[src/rtl/alu_arbiter.sv]
// alu_arbiter: round-robin sharing of one combinational ALU between two
// requesters. Each transaction runs accept -> issue -> respond; operands are
// latched before driving the ALU and the result is registered into a shared,
// id-tagged response channel.
module alu_arbiter #(
  parameter int WIDTH = 32,
  parameter int CNT_W = 16
) (
  input  logic             clk,
  input  logic             rst,
  input  logic             r0_valid,
  output logic             r0_ready,
  input  logic [WIDTH-1:0] r0_a,
  input  logic [WIDTH-1:0] r0_b,
  input  logic [2:0]       r0_op,
  input  logic             r1_valid,
  output logic             r1_ready,
  input  logic [WIDTH-1:0] r1_a,
  input  logic [WIDTH-1:0] r1_b,
  input  logic [2:0]       r1_op,
  output logic [WIDTH-1:0] alu_a,
  output logic [WIDTH-1:0] alu_b,
  output logic [2:0]       alu_op,
  input  logic [WIDTH-1:0] alu_result,
  input  logic             alu_zero,
  output logic             resp_valid,
  input  logic             resp_ready,
  output logic             resp_id,
  output logic [WIDTH-1:0] resp_result,
  output logic             resp_zero,
  output logic             resp_err,
  output logic [CNT_W-1:0] done_count
);

  typedef enum logic [1:0] {
    IDLE  = 2'd0,
    ISSUE = 2'd1,
    RESP  = 2'd2
  } state_t;

  state_t state, state_nx;

  logic [WIDTH-1:0] lat_a;
  logic [WIDTH-1:0] lat_b;
  logic [2:0]       lat_op;
  logic             lat_id;
  logic             last_grant;
  logic             gnt_any;
  logic             gnt_id;

  // Grant selection: only in IDLE and out of reset; on a tie the requester
  // that did not win last time is chosen.
  always_comb begin
    gnt_any = 1'b0;
    gnt_id  = 1'b0;
    if (state == IDLE && !rst) begin
      if (r0_valid && r1_valid) begin
        gnt_any = 1'b1;
        gnt_id  = ~last_grant;
      end else if (r0_valid) begin
        gnt_any = 1'b1;
        gnt_id  = 1'b0;
      end else if (r1_valid) begin
        gnt_any = 1'b1;
        gnt_id  = 1'b1;
      end
    end
  end

  assign r0_ready = gnt_any & ~gnt_id;
  assign r1_ready = gnt_any &  gnt_id;

  // The ALU always sees the latch registers, which hold outside ISSUE too.
  assign alu_a  = lat_a;
  assign alu_b  = lat_b;
  assign alu_op = lat_op;

  // Next-state logic for the accept -> issue -> respond sequence.
  always_comb begin
    state_nx = state;
    case (state)
      IDLE:    if (gnt_any) state_nx = ISSUE;
      ISSUE:   state_nx = RESP;
      RESP:    if (resp_ready) state_nx = IDLE;
      default: state_nx = IDLE;
    endcase
  end

  // State register.
  always_ff @(posedge clk) begin
    if (rst) state <= IDLE;
    else     state <= state_nx;
  end

  // Operand latch, response capture and completion counter.
  always_ff @(posedge clk) begin
    if (rst) begin
      lat_a       <= '0;
      lat_b       <= '0;
      lat_op      <= '0;
      lat_id      <= 1'b0;
      last_grant  <= 1'b1;
      resp_valid  <= 1'b0;
      resp_id     <= 1'b0;
      resp_result <= '0;
      resp_zero   <= 1'b0;
      resp_err    <= 1'b0;
      done_count  <= '0;
    end else begin
      if (gnt_any) begin
        lat_a      <= gnt_id ? r1_a  : r0_a;
        lat_b      <= gnt_id ? r1_b  : r0_b;
        lat_op     <= gnt_id ? r1_op : r0_op;
        lat_id     <= gnt_id;
        last_grant <= gnt_id;
      end
      if (state == ISSUE) begin
        resp_result <= alu_result;
        resp_zero   <= alu_zero;
        resp_err    <= (lat_op == 3'b110) || (lat_op == 3'b111);
        resp_id     <= lat_id;
        resp_valid  <= 1'b1;
      end
      if (state == RESP && resp_ready) begin
        resp_valid <= 1'b0;
        done_count <= done_count + 1'b1;
      end
    end
  end

endmodule
[config.mk]
export PLATFORM = sky130hd
export DESIGN_NAME = alu_arbiter
export DESIGN_NICKNAME = d
export VERILOG_FILES = /design/src/rtl/alu_arbiter.sv
export SDC_FILE = /design/constraint.sdc
export NUM_CORES = 1
export LEC_CHECK = 0
export CAP_MARGIN = 40
export CORE_ASPECT_RATIO = 2
export CORE_MARGIN = 8
export CORE_UTILIZATION = 33
export DETAILED_ROUTE_END_ITERATION = 10
export PLACE_DENSITY = 0.76
export SKIP_LAST_GASP = 1
export SLEW_MARGIN = 10
export SYNTH_ARGS = -nofsm -noshare
export SYNTH_HDL_FRONTEND = slang
export SYNTH_SLANG_ARGS = --single-unit
[constraint.sdc]
create_clock -name clk -period 1.9 [get_ports clk]
set_clock_uncertainty 0.2 [all_clocks]
set_input_delay 0.285 -clock clk [delete_from_list [all_inputs] [get_ports clk]]
set_output_delay 0.285 -clock clk [all_outputs]
set_load 0.005 [all_outputs]
==> results.cfg, run 1 <==
[setup_path]
crit_fanout = 6
cp-end-kind = primary output
required_ns = 1.41
r2r_end = done_count[15]
worstReg2RegStart = done_count[5]
crit_type = reg2out
cp-start-kind = flip-flop
reg2reg_depth = 4
reg2reg_slack_ns = 0.07
critPathArrivalTime_ns = 1.39

[yosys]
synth_nets = 734
synth_ff_type = dfxtp_1
yosysUniqueCellTypes = 36
postSynth.asyncResetShare_pct = 0
syn_area_per_cell_sq_um = 8.37
seq_area_frac_synth_pct = 52.4
yosys_warnings = 0
synth_cells = 561
synth-edff-count = 0
syn_area_sq_um = 4700
ys_ff_latch = 123

[layout]
instances_no_fill = 1051
layout-drive-gt1-share_pct = 10.4
diodes = 0
fin_util_pct = 62.6
layout.nets = 1024
area.growth.synth_to_final_pct = 85.0

[cts]
clk_latency_ns = 0.40
hold_buffers = 0
clock-sinks = 123
cts_tree = yes
clkSlewWorstSetupHoldPaths_ns = 0.06
cts-htree-levels = 4
numCtsBuffers = 17
cts_root_buf = clkbuf_16
clockBufferDepth = 2

[power_and_ir_drop]
p_clk_share_pct = 43.7
seqPwrFrac_pct = 37.9
power.total_w = 0.00774
vdd_drop_max_v = 0.000649
comb_power_share_pct = 18.5
p_sw_w = 0.00181
internal_power_w = 0.00593
power_leakage_nw = 3.23
p_sw_share_pct = 23.4
pwr_density_cell_nw_per_um2 = 890

[timing]
hold_violations = 0
rsz0062_at_grt = yes
fin_ws_ns = 0.0228
setup_viol = 0
layout_min_cycle_time_ns = 1.88
tns_ns = 0
worst_slew_pin_slew_ns = 0.732
fin_crit_sh_pct = 98.8
clock.fmax_mhz = 533
maxSlewHeadroom_pct = 51.2
slew_viol_final = 0

[min_path]
min_path_type = in2reg
hold_depth = 3
hp-start = rst
whs_endpoint = done_count[5]

[die]
io_pins = 293
die_y_um = 185
row_count = 61
start_util_pct = 33.8
core_area_sq_um = 13900
die_area_sq_um = 18500
dieWidth_um = 100

[placed_design]
place_inst = 1019
place_congestion = 0.813
port_buffers = 292
pre_cts_slack_ns = -0.454
dp_hpwl_um = 13800

[detailed_routing]
viasPerCell = 4.95
dr.pass1.iters = 5
route.met2.wl_um = 10200
routed.top_layer = met4
drcViolationCount = 0
ant_nets = 0
drt-wirelength-per-cell_um = 17.8
met1_length_um = 6600
vias = 5201
totalWireLength_um = 18700
routed-wl-met3_um = 1290
drt_iter0_drc = 174

[global_route]
grt_pass1_vias = 5203
gr-usage-all-layers_pct = 19.7
antenna_found_initial = 0
grt_pass1_wl_um = 28000
grt_max_degree = 137
grt.overflow.total = 0

[job]
max_cap_violations = 0

[status]
status = finished clean
how the worst max path moves through the flow:
stage	depth (start not counted)	endpoint	slack, ns	from
2_1_floorplan	6	done_count[11]	0.01	state[1]
3_3_place_gp	4	r1_ready	-0.44	r1_valid
3_5_place_dp	5	done_count[11]	-0.45	resp_ready
4_1_cts	5	r0_ready	-0.04	state[1]
5_1_grt	5	r0_ready	-0.06	state[1]
6_report	3	r1_ready	0.02	state[1]
metal layers:
layer,track usage [%],up-vias
li1,-,2605
met1,19.2,2376
met2,35.7,188
met3,6.80,32
met4,9.94,0
met5,0,-
cell type report:
type / instances / area, sq um
sequential: 123 / 2470
clock inverter: 11 / 170
fill: 1201 / 5200
inverter: 4 / 15.0
multi-input combinational: 381 / 2070
tap: 189 / 236
timing repair buffer: 324 / 3270
clock buffer: 19 / 453
power groups by stage:
stage | combinational [W] | sequential (W) | clock (W)
2_1_floorplan | 0.000428 | 0.00299 | 0
3_3_place_gp | 0.00142 | 0.00297 | 0
3_5_place_dp | 0.00143 | 0.00298 | 0
4_1_cts | 0.00144 | 0.00293 | 0.00346
5_1_grt | 0.00155 | 0.00296 | 0.00359
6_report | 0.00143 | 0.00293 | 0.00338
cells by family after synthesis:
| logic type | Yosys count | synth area share (%) |
|---|---|---|
| buf+inv | 57 | 4.82 |
| mux | 1 | 0.240 |
| simple gates | 183 | 18.7 |
| flops | 123 | 52.4 |
| fa+ha+maj | 1 | 0.266 |
| compound gates | 188 | 22.1 |
| xor+xnor | 8 | 1.49 |
stage by stage:
stage                     cell area, sq um  hold slack, ns
after global routing                  8690          0.0804
after detailed placement              7970           0.245
final                                 8690           0.102
after CTS                             8590          0.0809
after floorplan                       4700           0.221
after global placement                7970           0.240
placed cells by master, fill, tap and decap left out, drive strengths merged, types with 2 or more instances in the layout:
master	netlist	final
nand3	70	70
dfxtp	123	123
clkdlybuf4s50	0	282
o21ai	75	75
dlymetal6s2s	0	6
nor3	3	3
o22ai	67	67
bufinv	0	4
buf	21	34
a21oi	43	43
nand2	76	76
inv	4	4
nand4	4	4
clkinvlp	0	3
xnor2	6	6
nor2	10	10
nor4	3	3
or3	6	6
nor2b	3	3
xor2	2	2
clkinv	0	4
clkbuf	32	20
Yosys cell counts (2+ instances only):
cell	instances	area [sq um]
o21ai_0	61	305
nand4_1	3	18.8
clkbuf_1	32	120
nand2_1	76	285
nor4_1	2	12.5
buf_1	13	48.8
nand3_1	70	350
o21ai_1	14	70.1
nor3_1	3	15.0
o22ai_1	67	419
or3_1	6	37.5
nor2_1	10	37.5
nor2b_1	3	18.8
buf_2	7	35.0
xnor2_1	6	52.6
inv_1	3	11.3
dfxtp_1	123	2460
a21oi_1	43	215
xor2_1	2	17.5
what timing repair did:
action                                  CTS  global route
endpoints found under the setup margin   10            72
resized for setup                        13            22
gates cloned                              0             1
setup buffers                             0             1
pin swaps                                 0             3
registers in the layout, indices dropped and copies added (netlist names):
name / flops
state: 2
resp_id: 1
lat_id: 1
done_count: 16
alu_a: 32
last_grant: 1
resp_zero: 1
resp_valid: 1
alu_op: 3
alu_b: 32
resp_err: 1
resp_result: 32
worst max-delay path: stages (launching register included):
cell     delay (ns)
dfxtp_4        0.37
buf_4          0.14
nor4_4         0.30
buf_4          0.19
Power figures use the tool's default switching activity.
==> inputs of run 2 (changes only) <==
Settings changed: CTS_CLUSTER_SIZE set to 24, TNS_END_PERCENT set to 1.
==> results.cfg, run 2 (synthesized netlist as in run 1, its figures left out) <==
[status]
status = finished with violations
violations = setup timing

[die]
io_pins = 293
row_count = 61
start_util_pct = 33.8
core_area_sq_um = 13900
die_y_um = 185
dieWidth_um = 100
die_area_sq_um = 18500

[power_and_ir_drop]
power_leakage_nw = 3.09
vdd_drop_max_v = 0.000648
pwr_density_cell_nw_per_um2 = 899
power.total_w = 0.00773

[layout]
layout.nets = 1022
area.growth.synth_to_final_pct = 83.0
fillCellCount = 1224
diodes = 0
final_cell_mix = clkdlybuf4s50_1 (289), dfxtp_1 (120), nand2_1 (76), nand3_1 (70), o22ai_1 (67)
post-route-cell-area_sq_um = 8600
instances_no_fill = 1049
mostFrequentLayoutCell = clkdlybuf4s50_1
layout-drive-gt1-share_pct = 9.07

[setup_path]
reg2reg_slack_ns = 0.04
cp-start-kind = input port
worstReg2RegStart = done_count[5]
crit_fanout = 3
critPathArrivalTime_ns = 1.44
required_ns = 1.41
r2r_end = done_count[11]
cp-end-kind = primary output
crit_type = in2out
reg2reg_depth = 4

[detailed_routing]
drt-wirelength-per-cell_um = 17.5
drt_iter0_drc = 128
vias = 5182
totalWireLength_um = 18300
drcViolationCount = 0
dr.pass1.iters = 6
viasPerCell = 4.94
ant_nets = 0

[placed_design]
dpl_cell_area_sq_um = 7970
place_inst = 1019
pre_cts_slack_ns = -0.454
place_congestion = 0.813
dp_hpwl_um = 13800
port_buffers = 292

[cts]
clk_latency_ns = 0.40
clock-sinks = 123
cts_tree = yes
clockBufferDepth = 2
cts_root_buf = clkbuf_16
numCtsBuffers = 17
cts-htree-levels = 4
clkSlewWorstSetupHoldPaths_ns = 0.05
hold_buffers = 0
post-cts-setup-buffers = 0

[timing]
maxSlewHeadroom_pct = 51.2
rsz0062_at_grt = yes
setup_viol = 2
layout_min_cycle_time_ns = 1.92
slew_viol_final = 0
fin_ws_ns = -0.0232
fin_crit_sh_pct = 101
hold_violations = 0
clock.fmax_mhz = 520
worst_slew_pin_slew_ns = 0.733

[job]
max_cap_violations = 0

[global_route]
grt_max_degree = 137
grt_pass1_vias = 5201
antenna_found_initial = 0
grt_pass1_wl_um = 28000
gr-usage-all-layers_pct = 19.7
grt.overflow.total = 0

[min_path]
whs_endpoint = state[1]
hold_depth = 3
hp-start = rst
min_path_type = in2reg
[run 2: cell types whose count changed in the layout (fill, tap and decap cells not counted), moves of 4 or more]
cell,before,now
clkdlybuf4s50_1,282,289
dlymetal6s2s_1,6,0
dfxtp_1,115,120
dfxtp_2,7,3
[run 2: layout make-up]
cell class	count	area [sq um]	share of cell area, %
sequential	123	2470	28.7
multi-input combinational	381	2040	23.7
tap	189	236	2.75
clock buffer	19	453	5.27
inverter	4	15.0	0.175
clock inverter	11	170	1.98
timing repair buffer	322	3220	37.4
[run 2: power by group]
| part | switching [W] | internal (W) | total, W |
|---|---|---|---|
| clock | 0.00114 | 0.00225 | 0.00338 |
| sequential | 0.000123 | 0.00281 | 0.00293 |
| combinational | 0.000551 | 0.000865 | 0.00142 |
| total | 0.00181 | 0.00592 | 0.00773 |
[run 2: what timing repair did]
| action | CTS | global route |
|---|---|---|
| endpoints found under the hold margin | 0 | 0 |
| setup endpoints to repair | 10 | 70 |
| gates resized for setup | 10 | 4 |
| pin swaps | 0 | 1 |
| gates cloned | 0 | 0 |
[run 2: per-stage QoR]
stage / hold slack, ns / TNS (ns) / utilization, %
2_1_floorplan: 0.221 / 0 / -
3_3_place_gp: 0.240 / -23.08 / 57.4
3_5_place_dp: 0.245 / -25.39 / 57.4
4_1_cts: 0.0809 / -0.0746 / 61.8
5_1_grt: 0.0877 / -1.84 / 61.9
6_report: 0.105 / -0.0244 / 61.9
[run 2: worst max-delay path by stage]
stage,from,to,slack [ns]
floorplan,state[1],done_count[11],0.01
global placement,r1_valid,r1_ready,-0.44
detailed placement,resp_ready,done_count[11],-0.45
CTS,state[1],r0_ready,-0.04
global route,r1_valid,r1_ready,-0.09
finish,r1_valid,r1_ready,-0.02
[run 2: routing by layer]
layer	part of all wire, %	vias up	GRT usage, %	wire length [um]
met1	35	2345	19.2	6500
met5	0	-	0	0
met2	53	209	35.7	9810
met3	7.5	31	6.80	1380
li1	-	2597	-	-
met4	3.5	0	9.94	645
[run 2: critical path, stage by stage]
cell and delay [ns]:
clkdlybuf4s50_1 0.52, a21bo_2 0.27, nor4_4 0.17, buf_4 0.19
